### src/rtl/n_piso_serializer.sv
// Parallel-in, serial-out serializer with valid/ready load and selectable bit order.
// Define N_PISO_PARITY_EN to append an even-parity bit to every frame.
module n_piso_serializer #(
    parameter int N = 8
) (
    input  logic         clk,
    input  logic         rst_n,
    input  logic         dir,
    input  logic         load_valid,
    output logic         load_ready,
    input  logic [N-1:0] load_data,
    input  logic         flush,
    output logic         ser_out,
    output logic         ser_valid,
    output logic         ser_last,
    output logic         busy
);

    localparam int CW = $clog2(N + 1);
`ifdef N_PISO_PARITY_EN
    localparam logic [CW-1:0] LAST = CW'(N);
`else
    localparam logic [CW-1:0] LAST = CW'(N - 1);
`endif

    typedef enum logic {IDLE, SHIFT} state_t;

    state_t        state, state_d;
    logic [CW-1:0] cnt, cnt_d;
    logic [N-1:0]  sreg, sreg_d;
    logic          dir_q, dir_d;
    logic          out_d, valid_d, last_d;
    logic          at_last, accept;
`ifdef N_PISO_PARITY_EN
    logic          par_q, par_d;
`endif

    assign at_last    = (state == SHIFT) && (cnt == LAST);
    assign load_ready = (state == IDLE) || (at_last && !flush);
    assign accept     = load_valid && load_ready;
    assign busy       = (state != IDLE);

    // NOTE: every variable gets a default first so no path leaves one unassigned (no latches).
    always_comb begin
        state_d = state;
        cnt_d   = cnt;
        sreg_d  = sreg;
        dir_d   = dir_q;
        out_d   = 1'b0;
        valid_d = 1'b0;
        last_d  = 1'b0;
`ifdef N_PISO_PARITY_EN
        par_d   = par_q;
`endif
        if (state == SHIFT && flush) begin
            state_d = IDLE;
            cnt_d   = '0;
        end else if (accept) begin
            // The first bit goes straight to the output register; sreg keeps the rest.
            state_d = SHIFT;
            cnt_d   = '0;
            dir_d   = dir;
            valid_d = 1'b1;
            out_d   = dir ? load_data[0] : load_data[N-1];
            sreg_d  = dir ? (load_data >> 1) : (load_data << 1);
`ifdef N_PISO_PARITY_EN
            par_d   = ^load_data;
`endif
        end else if (state == SHIFT) begin
            if (at_last) begin
                state_d = IDLE;
                cnt_d   = '0;
            end else begin
                cnt_d   = cnt + 1'b1;
                valid_d = 1'b1;
                last_d  = (cnt_d == LAST);
                out_d   = dir_q ? sreg[0] : sreg[N-1];
                sreg_d  = dir_q ? (sreg >> 1) : (sreg << 1);
`ifdef N_PISO_PARITY_EN
                if (cnt == CW'(N - 1)) out_d = par_q;
`endif
            end
        end
    end

    // NOTE: sequential state uses non-blocking assignments so all registers update together.
    always_ff @(posedge clk or negedge rst_n) begin
        if (!rst_n) begin
            state     <= IDLE;
            cnt       <= '0;
            sreg      <= '0;
            dir_q     <= 1'b0;
            ser_out   <= 1'b0;
            ser_valid <= 1'b0;
            ser_last  <= 1'b0;
`ifdef N_PISO_PARITY_EN
            par_q     <= 1'b0;
`endif
        end else begin
            state     <= state_d;
            cnt       <= cnt_d;
            sreg      <= sreg_d;
            dir_q     <= dir_d;
            ser_out   <= out_d;
            ser_valid <= valid_d;
            ser_last  <= last_d;
`ifdef N_PISO_PARITY_EN
            par_q     <= par_d;
`endif
        end
    end

endmodule

### config.mk
export PLATFORM = sky130hd
export DESIGN_NAME = n_piso_serializer
export DESIGN_NICKNAME = d
export VERILOG_FILES = /design/src/rtl/n_piso_serializer.sv
export SDC_FILE = /design/constraint.sdc
export NUM_CORES = 1
export LEC_CHECK = 0
export CAP_MARGIN = 20
export CELL_PAD_IN_SITES_DETAIL_PLACEMENT = 2
export CELL_PAD_IN_SITES_GLOBAL_PLACEMENT = 2
export CORE_UTILIZATION = 30
export DETAILED_ROUTE_END_ITERATION = 8
export PLACE_DENSITY_LB_ADDON = 0.1
export SLEW_MARGIN = 20
export SYNTH_ARGS = -nofsm -noshare
export SYNTH_HDL_FRONTEND = slang
export SYNTH_SLANG_ARGS = --single-unit
### constraint.sdc
create_clock -name clk -period 1.8 [get_ports clk]
set_input_delay 0.45 -clock clk [delete_from_list [all_inputs] [get_ports clk]]
set_output_delay 0.45 -clock clk [all_outputs]
set_load 0.01 [all_outputs]
==> metrics, run 1 <==
Final Cycle Share=1.005; Mapped Nets=104; Reg2Reg Setup Slack=-0.009 ns; initial antenna violation count=0; clock transition at the registers of the reported paths=0.10 ns; share of the yosys chip area belonging to registers=0.3883; DP HPWL=2.223 mm; DRT iter0 DRCs=8; clk_lat worst skew=0.28 ns; total power=1.392 mW; critical path cell sequence=ha_2, buf_4, and3b_1, a211oi_4, buf_12, mux2_4; most frequent cell after synthesis=mux2i_1; EDFF count, synth=0; setup ws final=-0.008527 ns; worst slack at placement=-0.4467 ns; post-synthesis compound-gate area fraction=0.1068; Synth Area in XOR/XNOR=0.01699; Tmin final=1.809 ns; DRC Markers=0; die area=3675 µm²; top cell type's share of synthesized area=0.3883; Hold Vio Cnt, Final=0; Total GRT Usage=0.1811; GP Congestion=0.8108; hold slack final=0.4815 ns; Bufs on Longest Clock Path=2; pwr/cell area=988.9 nW/µm²; Clock Skew=0.001971 ns; worst path arrival time=1.98 ns; FP Rows=20; Setup crit start kind=flip-flop; Starting Density=0.3270; DP Area=1360 µm²; final count of pins violating max slew=0; vias in the first global route=880; Hold/Removal Path Class=in2async; Leak=0.7046 nW; WS Path Type=reg2reg; layout cells sized above 1=0.3033; Top FF cell, synth=dfrtp_1; total number of vias=816; YS warnings=0; gr ovfl total=0; highest-delay cell along the critical path=dfrtp_1; first-pass GRT wire length=4.657 mm; DR pass1 iterations=3; Final Setup Violations=7; largest net degree at the start of global routing=17; Final Instance Area=1408 µm²; CP Buf/Inv Count=2; max incr delay on CP=0.41 ns; fin util=0.4464; post-route setup TNS=-0.03290 ns; top post-synthesis cells by count=19 x mux2i_1, 16 x dfrtp_1, 6 x mux2_4, 4 x nor2_1, 4 x nor3_1; IO Port Bufs=17; Least-Margin Pin Slew=0.4943 ns; placed insts=161; Yosys top cell by area=dfrtp_1; mean area per synthesized cell=11.58 µm²; Post-DRT Antenna Nets=0; Routed WL=2.917 mm; failing checks=setup timing; # IOs=18; maximum vdd drop=438.2 µV; Vias/cell=4.916; synthesized netlist cell count=89; H-tree levels=1; mux cell area share after synthesis=0.2937; Crit path max-delay family=flip-flops; DIE HEIGHT=60.62 µm; Max Fanout on Critical Path=9; clock net sink count=16; core box area=3153 µm²; diode count=0; status=complete, but fails checks; WP data required=1.98 ns; CTS Hold Bufs=0; non-filler cells, final=166; adder-cell share of the synthesized area=0.02427; root buf cell=clkbuf_4; total CTS buffers=3; Yosys reg bits=16; Layout area overhead=36.53%; worst rel slew slack=0.6705; RSZ-0062 raised after global routing=true; distinct cell type count of the synthesized netlist=33; main combinational cell family by area after synthesis=multiplexers; crit end category=flip-flop; top cells by area, synth=dfrtp_1 39%, mux2i_1 18%, mux2_4 8.7%; CTS tree=yes; simple logic cell fraction of the synthesized area=0.1092; Max Freq=552.9 MHz; die span in x=60.62 µm; Layout Nets=138; maxcap violations=0; post-synthesis cell area=1031 µm²; ys async rst share=1.000; Wirelength per Cell=17.57 µm
==> routing by layer <==
metal	up-vias	routed length, µm	global-route usage
li1	394	-	-
met1	413	1350	0.2335
met2	7	1504	0.3171
met3	2	47	0.03198
met4	0	15	0.03896
met5	-	0	0
==> state kept, by name, indices dropped and copies added, names as in the netlist <==
signal / flops
ser_last: 1
ser_out: 1
cnt: 4
busy: 1
dir_q: 1
sreg: 8
==> where the power goes <==
group          leakage [nW]  internal [mW]  switching (mW)
clock                0.0210          0.123           0.115
sequential            0.198          0.468           0.124
combinational         0.485          0.347           0.214
==> cell families after synthesis <==
family / Yosys count
multiplexers: 27
buffers and inverters: 9
XOR/XNOR: 2
flip-flops: 16
AO/OA/AOI/OAI: 13
adder cells (fa/ha/maj): 2
AND/OR/NAND/NOR: 20
==> worst reg2reg max path, delay by kind of cell (launching register included) <==
kind | cells | cell delay, ns
AND/OR/NAND/NOR | 1 | 0.22
buffers and inverters | 2 | 0.31
flip-flops | 1 | 0.41
multiplexers | 1 | 0.30
adder cells (fa/ha/maj) | 1 | 0.20
AO/OA/AOI/OAI | 1 | 0.26
==> cell type report <==
| cell class | count | area [µm²] |
|---|---|---|
| sequential | 16 | 401.6 |
| inverter | 3 | 11.26 |
| fill | 340 | 1745 |
| multi-input combinational | 64 | 576.8 |
| timing repair buffer | 35 | 326.6 |
| tap | 44 | 55.05 |
| clock buffer | 4 | 36.28 |
==> placed cells by master, fill, tap and decap left out, drive strengths merged, types with 3 or more instances in the layout <==
cell type,instances
mux2i,19
clkbuf,4
clkdlybuf4s50,14
mux2,8
nor3,4
buf,19
o21ai,4
nor2,4
inv,3
dfrtp,16
nand2,3
==> worst paths after layout <==
check	endpoint	depth (start not counted)	from
setup / recovery	sreg[6]	6	cnt[0]
hold / removal	sreg[1]	2	rst_n
setup reg to reg	sreg[6]	6	cnt[0]
hold reg to reg	sreg[5]	1	sreg[5]
max in group asynchronous	busy	2	rst_n
min in group clk	sreg[5]	1	sreg[5]
==> repair_timing <==
item	in CTS	in global routing
pin swaps	3	0
buffers inserted	0	1
gates resized for setup	6	3
hold endpoints to repair	0	0
setup endpoints to repair	10	11
gates cloned	0	0
(Power assumes the default switching activity.)
==> inputs of run 2 (changes only) <==
Settings changed: CORE_UTILIZATION 30 to 33.
Clock period 1.8 ns to 2 ns, I/O delays scaled along.
==> run 2 against run 1 <==
  * The flow finishes with violations (DRC)
  * Clock power shrank 26%
  * Clock-buffer cell count shrank 1
  * Worst hold slack gained 0.043 ns
  * Clock skew grew 0.0030 ns
  * Flip-flop and latch count is the same
  * Core utilization grew 3.6 points
  * Die area shrank 8.8%
  * Routed wire length shrank 5.1%
  * Highest routed layer unchanged
==> metrics, run 2 (synthesis gave the netlist of run 1 again) <==
diode count=0; Leak=0.6986 nW; hold slack final=0.5249 ns; setup ws final=0.06102 ns; Setup crit start kind=flip-flop; CTS tree=yes; # IOs=18; sequential share of power=0.444; Clk network pwr share=0.146; Layout area overhead=33.37%; Vias/cell=5.384; total CTS buffers=3; worst path arrival time=1.44 ns; FP Rows=19; die area=3352 µm²; # fillers=292; Final Instance Area=1375 µm²; Wirelength per Cell=18.33 µm; post-route setup TNS=0 ns; total number of vias=813; WS Path Type=reg2out; multi-input logic area=575.6 µm²; Largest Register=sreg; RSZ-0062 raised after global routing=false; commonest non-fill, non-tap cell in the layout=mux2i_1; biggest regs=sreg (8), cnt (4); worst slack at placement=-0.3950 ns; failing checks=DRC; switch share=0.3318; Tmin final=1.939 ns; worst rel slew slack=0.6772; status=complete, but fails checks; WP data required=1.50 ns; Final Setup Violations=0; Least-Margin Pin Slew=0.4842 ns; clock net sink count=16; total power=1.200 mW; crit end category=output pin; CTS Hold Bufs=0; Routed WL=2.768 mm; DRC Markers=1; most frequent cells in the layout=19 x mux2i_1, 16 x dfrtp_1, 15 x clkdlybuf4s50_1, 15 x buf_4, 6 x mux2_4; first-pass GRT wire length=4.471 mm; DR pass1 iterations=6; DRT iter0 DRCs=10; Layout Nets=137; internal power=0.8019 mW; DP HPWL=2.051 mm; maxcap violations=0; maximum vdd drop=356.1 µV; vias in the first global route=888; Hold/Removal Path Class=in2async; largest net degree at the start of global routing=17; pwr/cell area=872.8 nW/µm²; gr ovfl total=0; die span in x=57.90 µm; DP Area=1326 µm²; Final Cycle Share=0.9695; layout cells sized above 1=0.2750; Hold Vio Cnt, Final=0; Bufs on Longest Clock Path=2; Starting Density=0.3614; Clock Skew=0.005013 ns; Max Fanout on Critical Path=2; Post-DRT Antenna Nets=0; IO Port Bufs=17; Total GRT Usage=0.1794; core box area=2853 µm²; Gate power share=0.410; Max Freq=515.7 MHz; final count of pins violating max slew=0; switching power=0.3982 mW; FF+latch area=400.4 µm²; DIE HEIGHT=57.90 µm; H-tree levels=1; root buf cell=clkbuf_4; GP Congestion=0.8139; initial antenna violation count=0; Largest register FFs=8; clk_lat worst skew=0.29 ns; clock transition at the registers of the reported paths=0.10 ns
run 2: cell types whose count changed in the layout (fill, tap and decap cells not counted), sizes merged:
| cell | change |
|---|---|
| clkbuf | -1 |
| dlygate4sd2 | -1 |
| buf | -1 |
| clkdlybuf4s50 | +1 |
run 2: final timing paths:
path | start | endpoint | slack, ns | cells past startpoint
min in group clk | sreg[1] | sreg[1] | 0.54 | 1
setup / recovery | cnt[0] | load_ready | 0.06 | 4
hold / removal | rst_n | sreg[7] | 0.52 | 2
max in group asynchronous | rst_n | sreg[1] | 1.29 | 2
hold reg to reg | sreg[1] | sreg[1] | 0.54 | 1
setup reg to reg | cnt[0] | sreg[4] | 0.09 | 8
run 2: timing repair:
action,in CTS,in global routing
setup endpoints to repair,1,2
pin swaps,1,2
resized for setup,4,3
setup buffers,1,1
run 2: final cells by class:
class | instances | area share
timing repair buffer | 34 | 0.2375
inverter | 3 | 0.008189
sequential | 16 | 0.2912
multi-input combinational | 64 | 0.4186
tap | 31 | 0.02821
clock buffer | 3 | 0.01638
run 2: critical path, cell delays in order, from the launching register on:
cell,delay [ns]
dfrtp_1,0.39
ha_1,0.23
and4bb_1,0.24
nand2b_4,0.16
buf_6,0.12
run 2: power by group through the flow:
stage	sequential, mW	clock (mW)	combinational, mW
after floorplan	0.487	0	0.353
after global placement	0.530	0	0.468
after detailed placement	0.538	0	0.486
after CTS	0.531	0.187	0.487
after global routing	0.545	0.192	0.531
final	0.533	0.175	0.492
run 2: through the flow:
| step | cells | utilization |
|---|---|---|
| 3_3_place_gp | 146 | 0.4649 |
| 6_report | 151 | 0.4820 |
| 3_5_place_dp | 146 | 0.4649 |
| 5_1_grt | 151 | 0.4820 |
| 4_1_cts | 150 | 0.4737 |
| 2_1_floorplan | 89 | - |
run 2: per-layer routing:
metal  track usage  share of wire  up-vias
li1              -              -      388
met1        0.2420           0.48      414
met2        0.2989           0.50        9
met3       0.02009          0.017        2
met4       0.06122         0.0051        0
met5             0              0        -
